==> src/rtl/bsg_link_sdr_deser_phy.sv <==
// Receive-side SDR PHY: registers incoming phits, pairs low/high halves into
// full words, and buffers them in a small FIFO with a valid/ready output.
//
// state | meaning
// EVEN  | next valid phit is a low half
// ODD   | low half held in low_r, waiting for its high half
module bsg_link_sdr_deser_phy #(
    parameter int width_p = 16,
    parameter int els_p   = 2
) (
    input  logic                   clk_i,
    input  logic                   reset_i,
    input  logic                   valid_i,
    input  logic [width_p-1:0]     data_i,
    output logic                   valid_o,
    output logic [2*width_p-1:0]   data_o,
    input  logic                   ready_i,
    output logic                   half_o,
    output logic                   overflow_o
);

    localparam int ptr_w = $clog2(els_p);
    localparam int cnt_w = ptr_w + 1;
    localparam logic [cnt_w-1:0] full_cnt = cnt_w'(els_p);

    typedef enum logic {EVEN = 1'b0, ODD = 1'b1} state_e;

    state_e state_r, state_n;

    logic               valid_r;
    logic [width_p-1:0] data_r;
    logic [width_p-1:0] low_r;
    logic               load_low;
    logic               push;
    logic               pop;
    logic               full;
    logic               wr_en;
    logic               drop;

    logic [ptr_w-1:0]     wr_ptr_r;
    logic [ptr_w-1:0]     rd_ptr_r;
    logic [cnt_w-1:0]     count_r;
    logic                 overflow_r;
    logic [2*width_p-1:0] mem_r [els_p];

    always_ff @(posedge clk_i or posedge reset_i) begin
        if (reset_i) begin
            valid_r <= 1'b0;
            state_r <= EVEN;
        end else begin
            valid_r <= valid_i;
            state_r <= state_n;
        end
    end

    // Data path carries no reset; valid_r and the FSM qualify everything.
    always_ff @(posedge clk_i) begin
        data_r <= data_i;
        if (load_low) begin
            low_r <= data_r;
        end
        if (wr_en) begin
            mem_r[wr_ptr_r] <= {data_r, low_r};
        end
    end

    always_comb begin
        state_n  = state_r;
        load_low = 1'b0;
        push     = 1'b0;
        case (state_r)
            EVEN: begin
                if (valid_r) begin
                    load_low = 1'b1;
                    state_n  = ODD;
                end
            end
            ODD: begin
                if (valid_r) begin
                    push    = 1'b1;
                    state_n = EVEN;
                end
            end
            default: state_n = EVEN;
        endcase
    end

    // A pop in the same cycle frees a slot, so a push into a full FIFO survives.
    assign full  = (count_r == full_cnt);
    assign pop   = valid_o & ready_i;
    assign wr_en = push & (~full | pop);
    assign drop  = push & full & ~pop;

    always_ff @(posedge clk_i or posedge reset_i) begin
        if (reset_i) begin
            wr_ptr_r   <= '0;
            rd_ptr_r   <= '0;
            count_r    <= '0;
            overflow_r <= 1'b0;
        end else begin
            if (wr_en) begin
                wr_ptr_r <= wr_ptr_r + ptr_w'(1);
            end
            if (pop) begin
                rd_ptr_r <= rd_ptr_r + ptr_w'(1);
            end
            count_r <= count_r + cnt_w'(wr_en) - cnt_w'(pop);
            if (drop) begin
                overflow_r <= 1'b1;
            end
        end
    end

    assign valid_o    = (count_r != '0);
    assign data_o     = mem_r[rd_ptr_r];
    assign half_o     = (state_r == ODD);
    assign overflow_o = overflow_r;

endmodule

==> config.mk <==
export PLATFORM = sky130hd
export DESIGN_NAME = bsg_link_sdr_deser_phy
export DESIGN_NICKNAME = d
export VERILOG_FILES = /design/src/rtl/bsg_link_sdr_deser_phy.sv
export SDC_FILE = /design/constraint.sdc
export NUM_CORES = 1
export LEC_CHECK = 0
export CORE_MARGIN = 1
export CORE_UTILIZATION = 35
export CTS_CLUSTER_DIAMETER = 80
export CTS_CLUSTER_SIZE = 10
export DETAILED_ROUTE_END_ITERATION = 16
export HOLD_SLACK_MARGIN = 0.15
export PLACE_DENSITY = 0.59
export SYNTH_ARGS = -nofsm -noshare
export SYNTH_HDL_FRONTEND = slang
export SYNTH_SLANG_ARGS = --single-unit
==> constraint.sdc <==
create_clock -name clk_i -period 2.73 [get_ports clk_i]
set_input_delay 0.273 -clock clk_i [delete_from_list [all_inputs] [get_ports clk_i]]
set_output_delay 0.273 -clock clk_i [all_outputs]
set_load 0.05 [all_outputs]
==> flow_summary.json <==
{
  "syn_to_final_growth_pct": 35.2,
  "cp.arrival_ns": 1.80,
  "n_antenna_cell": 0,
  "path_class": "flop to output pin",
  "pin_count": 55,
  "netlist_area_um2": 3460,
  "dp_hpwl_um": 3070,
  "rows": 35,
  "period_share_pct": 76.0,
  "grt_util_all_layers_pct": 10.7,
  "grt_pass1_vias": 1579,
  "min_path_type": "primary input to flop",
  "clkTransAtPathRegs_ns": 0.10,
  "ys_seq_area_share_pct": 83.6,
  "cts_resized": 0,
  "setup_tns_ns": 0,
  "rsz0062_at_grt": "no",
  "insertion_delay_ns": 0.35,
  "leakagePower_nw": 1.67,
  "place.gp.congestion": 0.650,
  "max_freq_ghz": 0.482,
  "die_x_um": 101,
  "worstSetupStartpointType": "flop",
  "h-tree-depth": 3,
  "vias": 1572,
  "yosysMostFrequentCell": "edfxtp_1",
  "synth_top_area_cell": "edfxtp_1",
  "firstDrtPassIters": 4,
  "synthDistinctLibCells": 23,
  "cts_buffer_depth": 2,
  "cts_tree": "built",
  "post-route-drc-count": 0,
  "wl_per_cell_um": 13.8,
  "yosys_warnings": 0,
  "ys_seq_elements": 103,
  "cts_buffers": 9,
  "grt_max_degree": 33,
  "async_flop_share_pct": 6.80,
  "drive_gt1_share_pct": 38.8,
  "die_area_um2": 10300,
  "nNetsFinal": 250,
  "synth_edf_count": 80,
  "final_antenna_net_count": 0,
  "start_util_pct": 36.8,
  "synth.avg_cell_area_um2": 21.3,
  "status": "completed",
  "maxCapViolCount": 0,
  "seqCellArea_um2": 2900,
  "multi_input_area_um2": 539,
  "min_period_ns": 2.07,
  "overflow": 0,
  "cts_sinks": 103,
  "ys_top_cells_by_count": "80 x edfxtp_1, 32 x mux2_2, 16 x dfxtp_1",
  "fin_worst_skew_ns": 0.00893,
  "drt_iter0_drc": 54,
  "power.density_nw_per_um2": 1160,
  "ir_worst_vdd_mv": 0.382,
  "drv_slew": 0,
  "vias_per_cell": 4.35,
  "syn_inst": 163,
  "io_buffers": 54,
  "p_total_mw": 5.43,
  "finalSetupViolCount": 0,
  "cp.required_ns": 2.46,
  "synth_top_area_share_pct": 69.3,
  "ys.flop_type": "edfxtp_1",
  "root_buffer": "clkbuf_8",
  "wirelength_um": 4970,
  "relSlewSlack_pct": 43.6,
  "hold_viol_final": 0,
  "coreArea_um2": 9420,
  "synth_area_leaders": "edfxtp_1 69%, mux2_2 10%, dfxtp_1 9.2%",
  "fp.dieH_um": 101,
  "worst-path-max-fanout": 7,
  "worst_pin_slew_ns": 0.846,
  "antenna_found_initial": 0,
  "end_kind": "output pin",
  "syn-num-nets": 186,
  "fillers": 789,
  "grt_pass1_wl_um": 7850
}
where the power goes:
group	switching, mW	internal (mW)	total, mW
logic	1.33	1.10	2.44
clock network	0.521	0.350	0.871
registers	0.0959	2.03	2.12
total	1.95	3.48	5.43
routing by layer:
metal	vias to the layer above	track usage, %	wire (um)
met2	36	18.1	2600
met3	9	2.76	186
met4	0	6.35	89
met5	-	0	0
met1	784	12.2	2100
li1	743	-	-
area by class of cell:
| cell class | count | share of cell area [%] |
|---|---|---|
| Tap cell | 129 | 3.44 |
| Timing Repair Buffer | 57 | 18.9 |
| Clock buffer | 9 | 2.64 |
| Multi-Input combinational cell | 52 | 11.5 |
| Sequential cell | 103 | 61.8 |
| Inverter | 4 | 0.320 |
| Clock inverter | 7 | 1.34 |
what timing repair did:
item,4_1_cts,5_1_grt
buffers inserted,0,0
hold buffers,1,0
endpoints found under the hold margin,7,0
state kept, by name, indices dropped and copies added (netlist names):
name,cells
rd_ptr_r,1
data_r,16
half_o,1
valid_r,1
count_r,2
mem_r,64
overflow_o,1
low_r,16
wr_ptr_r,1
final timing paths:
path / start / end / slack [ns] / depth (start not counted)
max in group asynchronous: reset_i / rd_ptr_r / 1.82 / 3
min in group asynchronous: reset_i / half_o / 0.69 / 3
setup reg to reg: count_r[1] / count_r[1] / 0.74 / 6
hold reg to reg: low_r[7] / mem_r[0][7] / 0.45 / 0
hold / removal: data_i[10] / data_r[10] / 0.35 / 1
setup / recovery: count_r[1] / valid_o / 0.66 / 2
logic make-up after synthesis:
logic type,share of synthesized area (%)
flip-flops,83.6
multiplexers,10.4
AND/OR/NAND/NOR,2.20
buffers and inverters,1.01
AO/OA/AOI/OAI,0.686
XOR/XNOR,0.975
adder cells (fa/ha/maj),1.08
through the flow:
step	setup slack [ns]	instances	area (um^2)	hold WS, ns	utilization (%)
final	0.655	361	4690	0.346	49.8
after global routing	0.600	361	4690	0.322	49.8
after CTS	0.633	361	4690	0.327	49.8
after detailed placement	0.653	344	4490	0.434	47.7
after global placement	0.682	344	4490	0.422	47.7
after floorplan	0.463	163	3470	0.0764	-
worst max-delay path, cell delays in order, from the launching register on:
cell and delay, ns:
dfrtp_1 0.44, or2_2 0.30, clkdlybuf4s50_1 0.70
cells in the final DEF (no fill, tap or decap), types with 2 or more instances in the layout:
cell,instances
buf_4,2
inv_1,4
dfrtp_1,7
inv_6,3
buf_12,32
clkinv_4,2
dfxtp_1,16
mux2_2,32
ha_1,3
clkdlybuf4s50_1,22
clkbuf_8,9
edfxtp_1,80
Note: power is estimated with default switching activity, not from simulation.
